File: src/rtl/wm_pkg.sv
// Shared definitions for the washing-machine controller: the phase codes are
// also decoded by the phase timer, so the numeric values are fixed.
package wm_pkg;

  localparam logic [2:0] STATE_IDLE  = 3'd0;
  localparam logic [2:0] STATE_LOCK  = 3'd1;
  localparam logic [2:0] STATE_FILL  = 3'd2;
  localparam logic [2:0] STATE_HEAT  = 3'd3;
  localparam logic [2:0] STATE_WASH  = 3'd4;
  localparam logic [2:0] STATE_RINSE = 3'd5;
  localparam logic [2:0] STATE_SPIN  = 3'd6;
  localparam logic [2:0] STATE_FAULT = 3'd7;

  typedef enum logic [2:0] {
    S_IDLE  = STATE_IDLE,
    S_LOCK  = STATE_LOCK,
    S_FILL  = STATE_FILL,
    S_HEAT  = STATE_HEAT,
    S_WASH  = STATE_WASH,
    S_RINSE = STATE_RINSE,
    S_SPIN  = STATE_SPIN,
    S_FAULT = STATE_FAULT
  } wm_state_e;

  // Phases that the timer measures; entry to any of these restarts the timer.
  function automatic logic is_timed(wm_state_e s);
    return (s == S_FILL) || (s == S_HEAT) || (s == S_WASH) ||
           (s == S_RINSE) || (s == S_SPIN);
  endfunction

  // Phases of a running cycle (door locked, watchdog armed).
  function automatic logic is_active(wm_state_e s);
    return (s != S_IDLE) && (s != S_FAULT);
  endfunction

endpackage

File: src/rtl/wm_phase_watchdog.sv
// Per-phase watchdog: counts enabled cycles since the last phase change and
// flags expiry once the count sits at PHASE_TIMEOUT-1.
module wm_phase_watchdog #(
  parameter int PHASE_TIMEOUT = 16,
  parameter int TO_W          = 5
) (
  input  logic clock,
  input  logic reset_n,
  input  logic clr_i,
  input  logic en_i,
  output logic expire_o
);

  logic [TO_W-1:0] cnt_q, cnt_d;

  // Clear wins over count so a phase change always restarts the window.
  always_comb begin
    cnt_d = cnt_q;
    if (clr_i)     cnt_d = '0;
    else if (en_i) cnt_d = cnt_q + 1'b1;
  end

  // Counter register.
  always_ff @(posedge clock or negedge reset_n) begin
    if (!reset_n) cnt_q <= '0;
    else          cnt_q <= cnt_d;
  end

  assign expire_o = en_i && (cnt_q == TO_W'(PHASE_TIMEOUT - 1));

endmodule

File: src/rtl/wm_cycle_controller.sv
// Wash-cycle sequencer: drives the phase code to the timer, advances on the
// timer flags and handles pause, cancel, door-open and watchdog faults.
module wm_cycle_controller
  import wm_pkg::*;
#(
  parameter int RINSE_CYCLES  = 2,
  parameter int PHASE_TIMEOUT = 16,
  parameter int TO_W          = 5
) (
  input  logic       clock,
  input  logic       reset_n,
  input  logic       start,
  input  logic       door_closed,
  input  logic       hot_wash,
  input  logic       pause,
  input  logic       cancel,
  input  logic       sig_Full,
  input  logic       sig_Temperature,
  input  logic       sig_Completed,
  output logic [2:0] state,
  output logic       timer_clear,
  output logic       door_lock,
  output logic       water_valve,
  output logic       heater,
  output logic       motor_on,
  output logic       motor_fast,
  output logic       drain_pump,
  output logic       done,
  output logic       fault
);

  localparam logic [1:0] RINSE_LAST = 2'(RINSE_CYCLES - 1);

  wm_state_e  state_q, state_d;
  logic       hot_q, first_fill_q, done_q, door_q, tclr_q;
  logic [1:0] rinse_cnt_q;
  logic       wd_expire, door_fall, exit_go;
  wm_state_e  exit_nxt;

  assign door_fall = door_q && !door_closed;

  wm_phase_watchdog #(.PHASE_TIMEOUT(PHASE_TIMEOUT), .TO_W(TO_W)) u_wd (
    .clock    (clock),
    .reset_n  (reset_n),
    .clr_i    (state_d != state_q),
    .en_i     (is_active(state_q) && !pause),
    .expire_o (wd_expire)
  );

  // Exit condition of the current phase; flags are ignored in the clear cycle.
  always_comb begin
    exit_go  = 1'b0;
    exit_nxt = state_q;
    case (state_q)
      S_LOCK: begin
        exit_go  = door_closed;
        exit_nxt = S_FILL;
      end
      S_FILL: begin
        exit_go  = sig_Full && !tclr_q;
        exit_nxt = !first_fill_q ? S_RINSE : (hot_q ? S_HEAT : S_WASH);
      end
      S_HEAT: begin
        exit_go  = sig_Temperature && !tclr_q;
        exit_nxt = S_WASH;
      end
      S_WASH: begin
        exit_go  = sig_Completed && !tclr_q;
        exit_nxt = S_FILL;
      end
      S_RINSE: begin
        exit_go  = sig_Completed && !tclr_q;
        exit_nxt = (rinse_cnt_q < RINSE_LAST) ? S_FILL : S_SPIN;
      end
      S_SPIN: begin
        exit_go  = sig_Completed && !tclr_q;
        exit_nxt = S_IDLE;
      end
      default: ;
    endcase
  end

  // Next state: cancel, then pause, then door/flag/watchdog; exit beats timeout.
  always_comb begin
    state_d = state_q;
    if (cancel && (state_q == S_LOCK || state_q == S_FAULT)) begin
      state_d = S_IDLE;
    end else if (cancel && is_timed(state_q) && state_q != S_SPIN) begin
      state_d = S_SPIN;
    end else if (pause && is_active(state_q)) begin
      state_d = state_q;
    end else if (state_q == S_IDLE) begin
      if (start && !pause) state_d = S_LOCK;
    end else if (is_active(state_q)) begin
      if (door_fall && is_timed(state_q)) state_d = S_FAULT;
      else if (exit_go)                   state_d = exit_nxt;
      else if (wd_expire)                 state_d = S_FAULT;
    end
  end

  // State register.
  always_ff @(posedge clock or negedge reset_n) begin
    if (!reset_n) state_q <= S_IDLE;
    else          state_q <= state_d;
  end

  // Cycle bookkeeping: latched options, fill/rinse tracking, done, clear pulse.
  always_ff @(posedge clock or negedge reset_n) begin
    if (!reset_n) begin
      hot_q        <= 1'b0;
      first_fill_q <= 1'b1;
      rinse_cnt_q  <= '0;
      done_q       <= 1'b0;
      door_q       <= 1'b0;
      tclr_q       <= 1'b0;
    end else begin
      door_q <= door_closed;
      tclr_q <= (state_d != state_q) && is_timed(state_d);
      if (state_q == S_IDLE && state_d == S_LOCK) begin
        hot_q        <= hot_wash;
        done_q       <= 1'b0;
        first_fill_q <= 1'b1;
        rinse_cnt_q  <= '0;
      end
      if (state_q == S_FILL && state_d != S_FILL) first_fill_q <= 1'b0;
      if (state_q == S_RINSE && state_d == S_FILL) rinse_cnt_q <= rinse_cnt_q + 2'd1;
      if (state_q == S_SPIN && state_d == S_IDLE) done_q <= 1'b1;
    end
  end

  // Output decode; pause drops the actuators but keeps the door locked.
  always_comb begin
    state       = state_q;
    timer_clear = tclr_q;
    door_lock   = is_active(state_q);
    water_valve = !pause && (state_q == S_FILL);
    heater      = !pause && (state_q == S_HEAT);
    motor_on    = !pause && (state_q == S_WASH || state_q == S_RINSE || state_q == S_SPIN);
    motor_fast  = !pause && (state_q == S_SPIN);
    drain_pump  = !pause && (state_q == S_SPIN);
    done        = done_q;
    fault       = (state_q == S_FAULT);
  end

endmodule

File: config.mk
export PLATFORM = sky130hd
export DESIGN_NAME = wm_cycle_controller
export DESIGN_NICKNAME = d
export VERILOG_FILES = /design/src/rtl/wm_pkg.sv /design/src/rtl/wm_phase_watchdog.sv /design/src/rtl/wm_cycle_controller.sv
export SDC_FILE = /design/constraint.sdc
export NUM_CORES = 1
export LEC_CHECK = 0
export CAP_MARGIN = 20
export CORE_UTILIZATION = 56
export CTS_CLUSTER_SIZE = 16
export DETAILED_ROUTE_END_ITERATION = 8
export DONT_BUFFER_PORTS = 1
export GPL_TIMING_DRIVEN = 0
export PLACE_DENSITY_LB_ADDON = 0.12
export SLEW_MARGIN = 20
export SYNTH_ARGS = -nofsm -noshare
export SYNTH_HDL_FRONTEND = slang
export SYNTH_SLANG_ARGS = --single-unit
File: constraint.sdc
create_clock -name clock -period 2.3 [get_ports clock]
set_input_delay 0.115 -clock clock [delete_from_list [all_inputs] [get_ports clock]]
set_output_delay 0.115 -clock clock [all_outputs]
set_load 0.02 [all_outputs]
Word-level counts from Yosys, hierarchy flattened
Cells that the tools add are included.

storage, ports and cells
  word-level logic and storage cells = 96
  input port bits = 10
  register bits = 15

operators by class
  $lt $le $gt $ge = 1
  multiplexer cells = 22
  equal/unequal tests = 18
  add/subtract/negate cells = 2
  reduce and logical (&&, ||, !) cells = 45

operators with widths
  cell                   number
  $mux W3                12
  $logic_and A1 B1 Y1    22
  $eq A3 B3 Y1 const B   7
  $pmux W3 S5            1
  $eq A3 B2 Y1 const B   4
  $logic_or A1 B1 Y1     11
  $mux W5                2
  $reduce_bool A2 Y1     4
  $eq A3 B1 Y1 const B   2
  $logic_not A3 Y1       2
  $ne A3 B3 Y1 const B   2
  $add A5 B1 Y5 const B  1
  $eq A5 B4 Y1 const B   1
  $mux W1                4
  $mux W2                2
  $pmux W1 S4            1
  $logic_not A1 Y1       3
  $ne A3 B2 Y1 const B   1
  $ne A3 B3 Y1           1
  $reduce_bool A3 Y1     1
  $reduce_or A3 Y1       1
  $add A2 B1 Y2 const B  1
  $lt A2 B1 Y1 const B   1
  $reduce_or A2 Y1       1

Depth between registers and ports, before layout
  depth in word-level cells = 18
  depth in mapped cells = 9

Modules after synthesis
From an unflattened synthesis, not the netlist that was laid out.

second synthesis, totals
  cells, all modules = 152
  area, all modules = 1326.3 um^2

by module, submodules not included
  module               times used  seq. area each (um^2)  area each (um^2)  cells an instance
  wm_cycle_controller  1           251.5                  1041.0            128
  wm_phase_watchdog    1           125.1                  285.3             24

Worst setup path before layout
No wires, ideal clock.

  kind = register to register
  start point = reg u_wd.cnt_q[0]
  end point = reg tclr_q, in the netlist timer_clear
  library setup time = 0.126 ns
  stages on the path, launching flop included = 9
  setup slack = 0.003 ns
  arrival = 2.171 ns
  path through = dfrtp_1 ha_1 and3_1 ha_1 nor2b_1 a2111oi_0 o2111a_2 o31ai_4 o311a_1

between the ends
  cells in the longest elaborated chain, start to end = 16
  elaborated cells on any way between the ends = 21
  classes of those cells = 7 x eq/ne; 8 x mux; 6 x reduce/logical

RTL lines
  what                             RTL line                    source
  from (decl)                      wm_phase_watchdog.sv:14     logic [TO_W-1:0] cnt_q, cnt_d;
  from (signal assigned)           wm_phase_watchdog.sv:26     else cnt_q <= cnt_d;
  $eq A5 B4 Y1 *                   wm_phase_watchdog.sv:29     assign expire_o = en_i && (cnt_q == TO_W'(PHASE_TIMEOUT - 1));
  $logic_and A1 B1 Y1 *            wm_phase_watchdog.sv:29
  $mux W3 *                        wm_cycle_controller.sv:97   else if (wd_expire) state_d = S_FAULT;
  $mux W3 *                        wm_cycle_controller.sv:96   else if (exit_go) state_d = exit_nxt;
  $mux W3 *                        wm_cycle_controller.sv:95   if (door_fall && is_timed(state_q)) state_d = S_FAULT;
  $mux W3 *                        wm_cycle_controller.sv:94   end else if (is_active(state_q)) begin
  $mux W3 *                        wm_cycle_controller.sv:92   end else if (state_q == S_IDLE) begin
  $mux W3 *                        wm_cycle_controller.sv:90   end else if (pause && is_active(state_q)) begin
  $mux W3 *                        wm_cycle_controller.sv:88   end else if (cancel && is_timed(state_q) && state_q != S_SPIN) begin
  $mux W3 *                        wm_cycle_controller.sv:86   if (cancel && (state_q == S_LOCK || state_q == S_FAULT)) begin
  $eq A3 B2 Y1                     wm_pkg.sv:27                return (s == S_FILL) || (s == S_HEAT) || (s == S_WASH) ||
  $logic_or A1 B1 Y1 (3 in a row)  wm_pkg.sv:27
  $logic_or A1 B1 Y1               wm_pkg.sv:28                (s == S_RINSE) || (s == S_SPIN);
  $logic_and A1 B1 Y1 *            wm_cycle_controller.sv:118  tclr_q <= (state_d != state_q) && is_timed(state_d);
  to (signal assigned)             wm_cycle_controller.sv:118
  to (decl)                        wm_cycle_controller.sv:35   logic hot_q, first_fill_q, done_q, door_q, tclr_q;

Mark *: on every way between the ends. The rest lies on a longest branch, timed or not.
A chain may end at the register's enable or synchronous reset.

Worst setup path after layout
  start point = reg state_q[1], in the netlist state[1]
  end point = reg tclr_q, in the netlist timer_clear

between the ends
  cells in the longest elaborated chain, start to end = 18
  elaborated cells on any way between the ends = 48
  classes of those cells = 15 x eq/ne; 11 x mux; 22 x reduce/logical

RTL lines
  what                                                                  RTL line                    source
  from (decl)                                                           wm_cycle_controller.sv:34   wm_state_e state_q, state_d;
  from (signal assigned)                                                wm_cycle_controller.sv:104  else state_q <= state_d;
  parallel branches: the longest is 17 deep, another holds $pmux W1 S4  --
  $logic_and A1 B1 Y1 *                                                 wm_cycle_controller.sv:118

Every way passes the cells marked *.

==> impl_metrics.sql <==
INSERT INTO impl_metrics (metric_group, metric, value, unit) VALUES
('timing', 'setup_repair_after_global_routing_missed_its_margin', 'true', ''),
('synth', 'leading_cell_types_by_total_area_after_synthesis', 'dfrtp_1 27%, o21ai_0 4.6%, nand2_1 3.2%, a21oi_1 3.1%, mux2i_1 3.1%', ''),
('finish', 'n_diodes', '0', ''),
('drt', 'post-route-drc-count', '0', ''),
('clocking', 'clock_tree.htree_level_count', '1', ''),
('floorplan', 'fp.dieArea', '2535', 'sq um'),
('power', 'worst_ir_drop_vdd', '1042', 'uV'),
('clocking', 'clk-insertion-delay-late', '280', 'ps'),
('clocking', 'clockBufferDepth', '2', ''),
('power', 'internal_power', '1081', 'uW'),
('placement', 'place_hpwl', '2525', 'microns'),
('synth', 'post_synth_inst_count', '154', ''),
('finish', 'nNetsFinal', '183', ''),
('synth', 'ys_seq_area_share', '28.78', '%'),
('timing', 'finalMaxSlewViolations', '0', ''),
('placement', 'placement.io_buffers', '0', ''),
('clocking', 'cts_tree', 'done', ''),
('grt', 'grt_util_all_layers', '31.13', '%'),
('drt', 'drt-initial-drc-count', '63', ''),
('min_path', 'hold_path_depth', '2', ''),
('finish', 'sequential_cell_area', '380.4', 'sq um'),
('finish', 'multi_input_comb_area', '1022', 'sq um'),
('grt', 'grt.overflow.total', '0', ''),
('synth', 'avgSynthCellArea', '8.498', 'sq um'),
('drt', 'vias_per_cell', '6.645', ''),
('power', 'p_seq_share', '22.5', '%'),
('timing', 'finClkSkew', '2.101', 'ps'),
('floorplan', 'core_region_area', '2212', 'sq um'),
('timing', 'layout_min_cycle_time', '2351', 'ps'),
('worst_setup_path', 'reg2reg_setup_slack', '-50', 'ps'),
('clocking', 'cts_inserted_buffers', '3', ''),
('flow_run', 'maxCapViolCount', '0', ''),
('timing', 'worst_relative_slew_slack', '54.84', '%'),
('synth', 'synthDistinctLibCells', '54', ''),
('placement', 'finalWeightedCongestion', '0.9919', ''),
('floorplan', 'floorplan.io_pins', '22', ''),
('finish', 'layout.core_utilization', '75.11', '%'),
('timing', 'timing.final.setup_violations', '2', ''),
('min_path', 'hold_path.class', 'input pin to flop', ''),
('worst_setup_path', 'cp_data_required_time', '2470', 'ps'),
('timing', 'final.setup.worst_slack', '-50.59', 'ps'),
('synth', 'synth_edf_count', '0', ''),
('finish', 'fill_cells', '159', ''),
('worst_setup_path', 'worst_path_largest_cell_delay', '500', 'ps'),
('power', 'powerDensity', '1327', 'nW/um^2'),
('drt', 'ant_nets', '0', ''),
('power', 'power.share.clock', '6.7', '%'),
('drt', 'vias', '1309', ''),
('grt', 'grt_max_degree', '16', ''),
('status', 'run_status', 'finished, violations left', ''),
('placement', 'dpl_cell_area', '1344', 'sq um'),
('timing', 'final_hold_viol_count', '0', ''),
('worst_setup_path', 'worst-endpoint-arrival', '2520', 'ps'),
('clocking', 'clk_pin_slew', '90', 'ps'),
('finish', 'final-instance-count-excl-fill', '197', ''),
('timing', 'max_clock_freq', '0.4254', 'GHz'),
('floorplan', 'starting_utilization_of_the_core_area', '59.16', '%'),
('synth', 'async_reset_ff_share', '100.0', '%'),
('grt', 'wire_length_of_the_first_global_routing_pass', '5823', 'microns'),
('synth', 'synth.largest_area_cell', 'dfrtp_1', ''),
('synth', 'mappedNetlistArea', '1309', 'sq um'),
('synth', 'syn-num-nets', '167', ''),
('finish', 'synthesis_to_finish_area_growth', '26.96', '%'),
('worst_setup_path', 'reg2reg_depth', '7', ''),
('floorplan', 'rows', '17', ''),
('status', 'violations', 'negative setup slack', ''),
('power', 'comb_power_share', '70.9', '%'),
('worst_setup_path', 'timing_worst_setup_path_type', 'flop to flop', ''),
('clocking', 'root_buffer', 'clkbuf_4', ''),
('worst_setup_path', 'worst-path-max-fanout', '8', ''),
('timing', 'period_share', '102.2', '%');
## final timing paths
check | startpoint | endpoint
setup reg to reg | state[1] | timer_clear
min in group asynchronous | reset_n | hot_q
hold / removal | start | first_fill_q
max in group asynchronous | reset_n | state[2]
hold reg to reg | rinse_cnt_q[0] | rinse_cnt_q[0]
setup / recovery | state[1] | timer_clear
## placed cells by master, fill, tap and decap left out, drive strengths merged, types with 2 or more instances in the layout
cell type / synthesis / routed
o31ai: 2 / 2
nor3: 7 / 7
inv: 10 / 10
nor2b: 5 / 5
o21ai: 13 / 13
nand4: 3 / 3
nand2b: 4 / 4
nor4: 5 / 5
or2: 2 / 2
dlygate4sd3: 0 / 3
and2: 4 / 4
xor2: 2 / 2
dfrtp: 14 / 14
nor2: 8 / 8
buf: 8 / 14
a2111oi: 2 / 2
o2111ai: 2 / 2
o21bai: 2 / 2
a221oi: 2 / 2
a32oi: 2 / 2
a31o: 2 / 2
ha: 3 / 3
mux2i: 4 / 4
nand2: 11 / 11
and2b: 2 / 2
mux2: 2 / 2
a2bb2oi: 2 / 2
a21oi: 8 / 8
clkbuf: 1 / 6
o211ai: 2 / 2
xnor2: 3 / 3
## metrics by stage
stage	hold slack (ps)	setup TNS [ps]	setup slack [ps]
after detailed placement	-180.3	-1596	-248.8
final	140.2	-56.00	-50.59
after global routing	164.2	-629.5	-106.3
after floorplan	-180.6	0	3.293
after CTS	140.0	-26.93	-22.33
after global placement	-180.3	-1286	-224.8
## state kept, by name, summed over array words and instances (netlist names)
signal,count
state,3
hot_q,1
rinse_cnt_q,2
timer_clear,1
door_q,1
first_fill_q,1
u_wd.cnt_q,5
done,1
## layout make-up
| class | instances | area share [%] |
|---|---|---|
| buffer | 9 | 4.142 |
| clock buffer | 3 | 1.355 |
| clock inverter | 1 | 0.3012 |
| inverter | 10 | 2.259 |
| multi-input combinational | 120 | 61.52 |
| sequential | 15 | 22.89 |
| tap | 28 | 2.108 |
| timing repair buffer | 11 | 5.422 |
## critical path, delay by kind of cell, from the launching register on
family	cells	cell delay (ps)
AOI/OAI and AO/OA	4	1030
and+or+nand+nor	2	540
DFF	1	500
buffers and inverters	1	170
## cells by family after synthesis
kind of cell    after synthesis  synth area share (%)
buf+inv                      19                 7.074
fa+ha+maj                     3                 2.868
xor+xnor                      5                 3.347
mux                           6                 4.780
compound gates               48                 28.30
flops                        15                 28.78
simple gates                 58                 24.86
## routing by layer
layer  share of wire [%]  track usage, %  wire (microns)
met1                  41           41.39            1575
met2                  51           52.00            1942
met3                 6.5           3.333             251
met4                 1.6           11.57              62
met5                   0               0               0
## power groups by stage
stage	clock network [uW]	logic [uW]	registers (uW)
2_1_floorplan	0	912	449
3_3_place_gp	0	1100	467
3_5_place_dp	0	1120	469
4_1_cts	150	1330	485
5_1_grt	161	1660	503
6_report	147	1560	496
## timing repair
item | 4_1_cts | 5_1_grt
buffers inserted | 6 | 2
resized for setup | 26 | 18
hold buffers | 3 | 0
hold endpoints to repair | 17 | 0
setup endpoints to repair | 10 | 10
pin swaps | 10 | 7
Power figures use the tool's default switching activity.
